File: src/rtl/wb_arbiter_stage_if.sv
// Bus bundle for wb_arbiter_stage: result channels in, register-file
// write port and retire interface out.
// slave  = the writeback stage side, master = the producer/consumer side.
`timescale 1ns/1ps
interface wb_arbiter_stage_if #(
  parameter int ADDR_WIDTH = 32,
  parameter int DATA_WIDTH = 32,
  parameter int NUM_SRC    = 3,
  parameter int RIDX_WIDTH = 5,
  parameter int CNT_WIDTH  = 64
);
  logic                               flush;
  logic [NUM_SRC-1:0]                 src_valid;
  logic [NUM_SRC-1:0]                 src_ready;
  logic [NUM_SRC*RIDX_WIDTH-1:0]      src_rd;
  logic [NUM_SRC*DATA_WIDTH-1:0]      src_data;
  logic [NUM_SRC*(ADDR_WIDTH-2)-1:0]  src_addr;
  logic                               rf_we;
  logic [RIDX_WIDTH-1:0]              rf_waddr;
  logic [DATA_WIDTH-1:0]              rf_wdata;
  logic                               retire_valid;
  logic [ADDR_WIDTH-3:0]              retire_addr;
  logic [CNT_WIDTH-1:0]               retire_count;

  modport slave (
    input  flush, src_valid, src_rd, src_data, src_addr,
    output src_ready, rf_we, rf_waddr, rf_wdata,
           retire_valid, retire_addr, retire_count
  );

  modport master (
    output flush, src_valid, src_rd, src_data, src_addr,
    input  src_ready, rf_we, rf_waddr, rf_wdata,
           retire_valid, retire_addr, retire_count
  );
endinterface

File: src/rtl/wb_arbiter_stage.sv
// wb_arbiter_stage: round-robin writeback stage. Accepts one completed
// result per cycle from NUM_SRC channels, registers it onto the
// register-file write port and retire interface, and counts retirements.
// Optional feature macro: WB_TRACE_EN (simulation retire trace).
`timescale 1ns/1ps
module wb_arbiter_stage #(
  parameter int ADDR_WIDTH = 32,
  parameter int DATA_WIDTH = 32,
  parameter int NUM_SRC    = 3,
  parameter int RIDX_WIDTH = 5,
  parameter int CNT_WIDTH  = 64
) (
  input  logic              clk,
  input  logic              rst,
  wb_arbiter_stage_if.slave bus
);
  localparam int PTR_W = (NUM_SRC > 1) ? $clog2(NUM_SRC) : 1;
  localparam int IA_W  = ADDR_WIDTH - 2;

  // Per-channel views of the packed payload buses
  logic [RIDX_WIDTH-1:0] src_rd_arr   [NUM_SRC];
  logic [DATA_WIDTH-1:0] src_data_arr [NUM_SRC];
  logic [IA_W-1:0]       src_addr_arr [NUM_SRC];

  logic [PTR_W-1:0] rr_ptr_q, rr_ptr_d;
  logic [PTR_W-1:0] grant;
  logic [PTR_W-1:0] cand;
  logic             grant_en;
  logic             xfer;

  logic                  rf_we_q,        rf_we_d;
  logic [RIDX_WIDTH-1:0] rf_waddr_q,     rf_waddr_d;
  logic [DATA_WIDTH-1:0] rf_wdata_q,     rf_wdata_d;
  logic                  retire_valid_q, retire_valid_d;
  logic [IA_W-1:0]       retire_addr_q,  retire_addr_d;
  logic [CNT_WIDTH-1:0]  retire_count_q, retire_count_d;

  genvar gi;
  generate
    for (gi = 0; gi < NUM_SRC; gi++) begin : g_chan
      assign src_rd_arr[gi]   = bus.src_rd[gi*RIDX_WIDTH +: RIDX_WIDTH];
      assign src_data_arr[gi] = bus.src_data[gi*DATA_WIDTH +: DATA_WIDTH];
      assign src_addr_arr[gi] = bus.src_addr[gi*IA_W +: IA_W];
      // Only the granted channel sees ready; flush suppresses every grant
      assign bus.src_ready[gi] = grant_en && (grant == PTR_W'(gi));
    end
  endgenerate

  // Round-robin pick: scan from rr_ptr upward; the nearest valid wins,
  // so walk the offsets from farthest to nearest and let later hits overwrite
  always_comb begin
    grant = '0;
    cand  = '0;
    for (int k = NUM_SRC - 1; k >= 0; k--) begin
      cand = PTR_W'((int'(rr_ptr_q) + k) % NUM_SRC);
      if (bus.src_valid[cand]) grant = cand;
    end
  end

  assign grant_en = (|bus.src_valid) && !bus.flush;
  assign xfer     = |(bus.src_valid & bus.src_ready);

  // Next-state for pointer and registered writeback/retire outputs
  always_comb begin
    rr_ptr_d       = rr_ptr_q;
    rf_we_d        = 1'b0;
    rf_waddr_d     = rf_waddr_q;
    rf_wdata_d     = rf_wdata_q;
    retire_valid_d = 1'b0;
    retire_addr_d  = retire_addr_q;
    retire_count_d = retire_count_q;
    if (xfer) begin
      // Wraps to 0 after the last channel; stays 0 for a single channel
      rr_ptr_d       = (grant == PTR_W'(NUM_SRC - 1)) ? '0 : grant + PTR_W'(1);
      rf_we_d        = (src_rd_arr[grant] != '0);
      rf_waddr_d     = src_rd_arr[grant];
      rf_wdata_d     = src_data_arr[grant];
      retire_valid_d = 1'b1;
      retire_addr_d  = src_addr_arr[grant];
      retire_count_d = retire_count_q + CNT_WIDTH'(1);
    end
  end

  // State registers; reset drops any result captured but not yet written
  always_ff @(posedge clk or posedge rst) begin
    if (rst) begin
      rr_ptr_q       <= '0;
      rf_we_q        <= 1'b0;
      rf_waddr_q     <= '0;
      rf_wdata_q     <= '0;
      retire_valid_q <= 1'b0;
      retire_addr_q  <= '0;
      retire_count_q <= '0;
    end else begin
      rr_ptr_q       <= rr_ptr_d;
      rf_we_q        <= rf_we_d;
      rf_waddr_q     <= rf_waddr_d;
      rf_wdata_q     <= rf_wdata_d;
      retire_valid_q <= retire_valid_d;
      retire_addr_q  <= retire_addr_d;
      retire_count_q <= retire_count_d;
    end
  end

  assign bus.rf_we        = rf_we_q;
  assign bus.rf_waddr     = rf_waddr_q;
  assign bus.rf_wdata     = rf_wdata_q;
  assign bus.retire_valid = retire_valid_q;
  assign bus.retire_addr  = retire_addr_q;
  assign bus.retire_count = retire_count_q;

`ifdef WB_TRACE_EN
  logic [PTR_W-1:0] trace_src_q, trace_src_d;

  // Remember which channel produced the registered result
  always_comb begin
    trace_src_d = trace_src_q;
    if (xfer) trace_src_d = grant;
  end

  // Trace source register, cleared with the rest of the stage
  always_ff @(posedge clk or posedge rst) begin
    if (rst) trace_src_q <= '0;
    else     trace_src_q <= trace_src_d;
  end

  // Simulation log line for each retired instruction
  always @(posedge clk) begin
    if (!rst && retire_valid_q)
      $display("%t WB: src=%0d addr=%h rd=%0d data=%h we=%0d", $time, trace_src_q,
               {retire_addr_q, 2'b00}, rf_waddr_q, rf_wdata_q, rf_we_q);
  end
`endif

endmodule
File: src/flat_wrapper.sv
// flat-port wrapper written by rule: the top's interface ports become plain ports
module wb_arbiter_stage_flat 
#(
  parameter int ADDR_WIDTH = 32,
  parameter int DATA_WIDTH = 32,
  parameter int NUM_SRC    = 3,
  parameter int RIDX_WIDTH = 5,
  parameter int CNT_WIDTH  = 64
)
  (clk, rst, bus_flush, bus_src_valid, bus_src_rd, bus_src_data, bus_src_addr, bus_src_ready, bus_rf_we, bus_rf_waddr, bus_rf_wdata, bus_retire_valid, bus_retire_addr, bus_retire_count);
  wb_arbiter_stage_if #(.ADDR_WIDTH(ADDR_WIDTH), .DATA_WIDTH(DATA_WIDTH), .NUM_SRC(NUM_SRC), .RIDX_WIDTH(RIDX_WIDTH), .CNT_WIDTH(CNT_WIDTH)) bus_i ();
  input  logic clk;
  input  logic rst;
  input wire logic [$bits(bus_i.flush)-1:0] bus_flush;
  input wire logic [$bits(bus_i.src_valid)-1:0] bus_src_valid;
  input wire logic [$bits(bus_i.src_rd)-1:0] bus_src_rd;
  input wire logic [$bits(bus_i.src_data)-1:0] bus_src_data;
  input wire logic [$bits(bus_i.src_addr)-1:0] bus_src_addr;
  output wire logic [$bits(bus_i.src_ready)-1:0] bus_src_ready;
  output wire logic [$bits(bus_i.rf_we)-1:0] bus_rf_we;
  output wire logic [$bits(bus_i.rf_waddr)-1:0] bus_rf_waddr;
  output wire logic [$bits(bus_i.rf_wdata)-1:0] bus_rf_wdata;
  output wire logic [$bits(bus_i.retire_valid)-1:0] bus_retire_valid;
  output wire logic [$bits(bus_i.retire_addr)-1:0] bus_retire_addr;
  output wire logic [$bits(bus_i.retire_count)-1:0] bus_retire_count;
  assign bus_i.flush = bus_flush;
  assign bus_i.src_valid = bus_src_valid;
  assign bus_i.src_rd = bus_src_rd;
  assign bus_i.src_data = bus_src_data;
  assign bus_i.src_addr = bus_src_addr;
  assign bus_src_ready = bus_i.src_ready;
  assign bus_rf_we = bus_i.rf_we;
  assign bus_rf_waddr = bus_i.rf_waddr;
  assign bus_rf_wdata = bus_i.rf_wdata;
  assign bus_retire_valid = bus_i.retire_valid;
  assign bus_retire_addr = bus_i.retire_addr;
  assign bus_retire_count = bus_i.retire_count;
  wb_arbiter_stage #(.ADDR_WIDTH(ADDR_WIDTH), .DATA_WIDTH(DATA_WIDTH), .NUM_SRC(NUM_SRC), .RIDX_WIDTH(RIDX_WIDTH), .CNT_WIDTH(CNT_WIDTH)) u_core (.clk(clk), .rst(rst), .bus(bus_i));
endmodule
File: config.mk
export PLATFORM = sky130hd
export DESIGN_NAME = wb_arbiter_stage_flat
export DESIGN_NICKNAME = d
export VERILOG_FILES = /design/src/rtl/wb_arbiter_stage_if.sv /design/src/rtl/wb_arbiter_stage.sv /design/src/flat_wrapper.sv
export SDC_FILE = /design/constraint.sdc
export NUM_CORES = 1
export LEC_CHECK = 0
export BUFFER_PORTS_ARGS = -buffer_cell sky130_fd_sc_hd__buf_4
export CELL_PAD_IN_SITES_DETAIL_PLACEMENT = 0
export CELL_PAD_IN_SITES_GLOBAL_PLACEMENT = 2
export CORE_MARGIN = 4
export CORE_UTILIZATION = 27
export CTS_CLUSTER_DIAMETER = 80
export DETAILED_ROUTE_END_ITERATION = 12
export PLACE_DENSITY_LB_ADDON = 0.1
export SYNTH_ARGS = -nofsm -noshare
export SYNTH_HDL_FRONTEND = slang
export SYNTH_SLANG_ARGS = --single-unit
File: constraint.sdc
create_clock -name clk -period 5.9 [get_ports clk]
set_input_delay 1.77 -clock clk [delete_from_list [all_inputs] [get_ports clk]]
set_output_delay 1.77 -clock clk [all_outputs]
set_load 0.01 [all_outputs]
# After elaboration in Yosys (flattened, before gate mapping)
# Index checks and enable logic that the tools add are counted.
# op_classes
order_cmp,4
div,3
addsub,4
bitwise_logic,2
muxes,21
mul,0
n_reduce_logical,9
n_eq_ne,2
n_shift,0
# op_table
cell,n
"adder 64 x 1 -> 64 bit, second input constant",1
binary-select mux 32 bit (select 2 bit),1
"modulo 32 x 3 -> 32 bit, second input constant",2
2-to-1 mux 32 bit,2
binary-select mux 30 bit (select 2 bit),1
2-to-1 mux 30 bit,2
"modulo 3 x 3 -> 32 bit, second input constant",1
binary-select mux 5 bit (select 2 bit),1
2-to-1 mux 5 bit,2
"less-than comparator 2 x 3 -> 1 bit, second input constant",3
2-to-1 mux 2 bit,4
binary-select mux 1 bit (select 2 bit),3
OR reduction 3 bit,2
2-to-1 mux 1 bit,5
nonzero test 5 bit,1
logical AND 1 bit,4
"adder 2 x 1 -> 3 bit, second input constant",1
"adder 2 x 2 -> 3 bit, second input constant",1
bitwise AND 3 bit,1
">= comparator 3 bit, second input constant",1
inverter 2 -> 3 bit,1
"adder 2 x 1 -> 2 bit, second input constant",1
"== test 2 x 1 -> 1 bit, second input constant",1
"== test 2 bit, second input constant",1
other kinds (2),2
# totals
output_inout_bits,136
romBits,0
latchBits,0
memories,0
ram_bits,0
wordCells,52
reg_bits,135

# Depth between registers and ports, before layout
# depth
ltp_word,13
ltp_mapped,11
ltp_nobuf,9

# Worst setup path before layout
# Ideal clock, no wire load.
# synth_timing
path_type,in2out
startpoint,input port bus_src_valid[2]
endpoint,output port bus_src_ready[1]
required_time_ns,4.130
setup_slack_ns,0.808
arrival_ns,3.322
cell_stages,6
n_path_buf,2
cell_sequence,mux2i_1 > or3b_2 > a31oi_1 > buf_2 > buf_2 > and3_1
# synth_via
elab_chain_cells,7
# synth_lines
item,line,source
start: declaration,flat_wrapper.sv:15,input wire logic [$bits(bus_i.src_valid)-1:0] bus_src_valid;
binary-select mux 1 bit (select 2 bit),wb_arbiter_stage.sv:56,if (bus.src_valid[cand]) grant = cand;
2-to-1 mux 1 bit (not written as such),wb_arbiter_stage.sv:56,
2-to-1 mux 2 bit (3 in series),wb_arbiter_stage.sv:56,
== test 2 x 1 -> 1 bit,wb_arbiter_stage.sv:45,assign bus.src_ready[gi] = grant_en && (grant == PTR_W'(gi));
logical AND 1 bit (*),wb_arbiter_stage.sv:45,
end: declaration,flat_wrapper.sv:19,output wire logic [$bits(bus_i.src_ready)-1:0] bus_src_ready;
# Every way passes the cells marked *; elsewhere a longest branch is shown, timed or not. The select of a mux whose other input is x is not followed.

# Worst setup path in the final report
# layout_timing
startpoint,input port bus_src_valid[0]
endpoint,output port bus_src_ready[0]
# layout_via
elab_chain_cells,7
# layout_lines
item,line
binary-select mux 1 bit (select 2 bit),wb_arbiter_stage.sv:56
2-to-1 mux 1 bit (not written as such),wb_arbiter_stage.sv:56
2-to-1 mux 2 bit (3 in series),wb_arbiter_stage.sv:56
logical NOT 2 bit,wb_arbiter_stage.sv:45
logical AND 1 bit (*),wb_arbiter_stage.sv:45
# Marked as above.

==> metrics.yaml <==
status:
  status: "complete, no violations"
setup_path:
  worst-path-buf-inv: 2
  critPathKind: "input port to output port"
  crit_path_end_kind: "output port"
  cpMostUsedCell: "buf_4"
  slowest_delay_ns: 0.31
  required_ns: 4.13
  cpLargestDelayFamily: "compound AO/OA/AOI/OAI gates"
  path_cells: "buf_4 -> and2b_1 -> o2111ai_1 -> o21ai_4 -> nor3_1 -> buf_4"
  worstPathArrival_ns: 3.14
  start_kind: "input port"
  timing.rr.start: "u_core.rr_ptr_q[1]$_DFFE_PP0P_"
  critPathLaunch: "bus_src_valid[0]"
  slowest_stage: "o2111ai_1"
  path_max_fanout: 32
timing:
  hold_viol: 0
  drv_slew: 0
  hold_slack_ns: 0.479
  worst_pin_slew_ns: 0.905
  finalSetupViolCount: 0
  maxSlewHeadroom: 0.397
  tns_ns: 0
  fin_skew_ns: 0.0115
  max_freq_mhz: 203
  fin_crit_ns: 4.91
  rsz0062_at_grt: "no"
  period_share: 0.833
clocking:
  ctsHoldBuffers: 0
  cts_buffer_depth: 2
  path_clk_slew_ns: 0.07
  cts.sinks: 135
  cts_setup_buffers: 0
  cts-buffers-inserted: 17
  postCtsResizedCells: 0
  clockRootBuffer: "clkbuf_16"
  clk_latency_ns: 0.42
  htreeDepth: 4
  cts_tree: "yes"
drt:
  drt_iter0_drc: 237
  drcViolationCount: 0
  drt_wl_total_um: 26000
  routedWlPerCell_um: 18.7
  antenna_left: 0
  first_pass_iters: 4
  vias_per_cell: 4.61
  dr_total_vias: 6394
floorplan:
  core_area_mm2: 0.0268
  dieArea_mm2: 0.0298
  ios: 343
  start_util: 0.273
  dieHeight_um: 173
  die_x_um: 173
  num_rows: 60
final_layout:
  drive_gt1_frac: 0.447
  nets: 1245
  fin_util: 0.405
  fin_area_mm2: 0.0109
  diodes: 0
  area_delta_synth_final_pct: 48.2
grt:
  antenna_found_initial: 0
  grt_max_degree: 107
  grtUsageTotal: 0.171
  grtUsageMet1: 0.197
  use_met2: 0.303
  busiest_layer: "met2"
  grt_pass1_vias: 6803
  grt_first_pass_wirelength_um: 40000
  grt_overflow: 0
  met3_usage: 0.0601
yosys:
  yosys.area.top_type: "dfrtp_1"
  synth_area_leaders: "dfrtp_1 (46%), mux2_2 (9.7%), mux2i_1 (8.9%), o21ai_0 (5.1%), nand2_1 (4.6%)"
  synth_warnings: 0
  synth_cells: 707
  netlist_area_mm2: 0.00733
  avgSynthCellArea_um2: 10.4
  ys_ff_latch: 135
  ys_top_cells_by_count: "dfrtp_1 (135), nand2_1 (90), o21ai_0 (75), mux2i_1 (65), mux2_2 (63)"
  async_flop_share: 1.00
  synth.top_cell.area_share: 0.461
  synth.net_count: 918
  ys_types: 52
  synth.most_common_cell: "dfrtp_1"
  synth.yosys.seq_area_share: 0.461
  synth_edf_count: 0
  synthFlopType: "dfrtp_1"
pwr:
  power_frac_clock: 0.246
  pwr-share-seq: 0.297
  irDropWorstVdd_mv: 0.276
  p_sw_mw: 1.73
  swShare: 0.372
  p_leak_nw: 5.08
  powerDensity_mw_per_mm2: 428
  finalPower_mw: 4.65
  p_int_mw: 2.92
  combPwrFrac: 0.458
placement:
  postPlaceCellArea_mm2: 0.0102
  place_hpwl_um: 19600
  io_buffers: 342
  gp_congestion: 0.770
min_path:
  min_path_type: "flip-flop to flip-flop"
  hold_start: "u_core.bus.retire_count[63]$_DFFE_PP0P_"
flow_run:
  drv_cap: 0
==> stage by stage <==
stage / setup WS (ns) / cells
final: 0.986 / 1388
after global routing: 0.927 / 1388
after detailed placement: 0.992 / 1356
after CTS: 0.999 / 1388
after floorplan: 0.519 / 707
after global placement: 1.01 / 1356
==> power groups by stage <==
stage	Clock, mW	Combinational (mW)	Sequential [mW]
3_3_place_gp	0	2.20	1.38
3_5_place_dp	0	2.19	1.39
6_report	1.14	2.13	1.38
2_1_floorplan	0	1.15	1.49
4_1_cts	1.17	2.19	1.38
5_1_grt	1.21	2.33	1.42
==> final timing paths <==
path | end | slack (ns) | cells after the start
setup / recovery | bus_src_ready[0] | 0.99 | 6
hold reg to reg | u_core.bus.retire_count[63]$_DFFE_PP0P_ | 0.48 | 1
max in group asynchronous | u_core.bus.retire_addr[18]$_DFFE_PP0P_ | 3.48 | 3
min in group asynchronous | u_core.bus.retire_count[63]$_DFFE_PP0P_ | 1.40 | 2
setup reg to reg | u_core.bus.retire_addr[18]$_DFFE_PP0P_ | 2.30 | 11
hold / removal | u_core.bus.retire_count[63]$_DFFE_PP0P_ | 0.48 | 1
==> cells in the final DEF (no fill, tap or decap), drive strengths merged, types with 4 or more instances in the layout <==
cell	n
clkinv	6
nor3	20
xor2	33
a21oi	6
mux2	65
buf	352
nor3b	5
dfrtp	135
nand4	21
nor4	17
inv	14
xnor2	30
and3	14
nand3	21
or2	5
nor2	12
mux2i	65
nand2b	5
o21ai	75
ha	4
nand2	91
clkbuf	17
==> flip-flops by register name, summed over array words and instances (netlist names) <==
signal	count
u_core.bus.rf_we	1
u_core.bus.rf_waddr	5
u_core.bus.retire_valid	1
u_core.bus.rf_wdata	32
u_core.bus.retire_count	64
u_core.rr_ptr_q	2
u_core.bus.retire_addr	30
==> metal layers <==
metal | vias to the layer above | share of wire
li1 | 3173 | -
met1 | 2987 | 0.40
met2 | 210 | 0.51
met3 | 24 | 0.079
met4 | 0 | 0.014
met5 | - | 0
==> final cells by class <==
class	count	area, um2
repair buffers	352	2660
fillers	2755	15900
multi-input cells	519	3740
flip-flops and latches	135	3380
well taps	341	427
inverters	9	38.8
clock buffers	17	425
clock inverters	15	193
==> kinds of logic (layout without fill, tap and decap cells) <==
| group | Yosys count | in the layout | share of synthesized area |
|---|---|---|---|
| adders and majority gates | 4 | 4 | 0.00683 |
| DFF | 135 | 135 | 0.461 |
| AOI/OAI and AO/OA | 93 | 93 | 0.0698 |
| xor gates and xnor gates | 63 | 63 | 0.0753 |
| buffers and inverters | 53 | 393 | 0.0338 |
| muxes | 130 | 130 | 0.189 |
| and+or+nand+nor | 229 | 229 | 0.165 |
(Power assumes the default switching activity.)
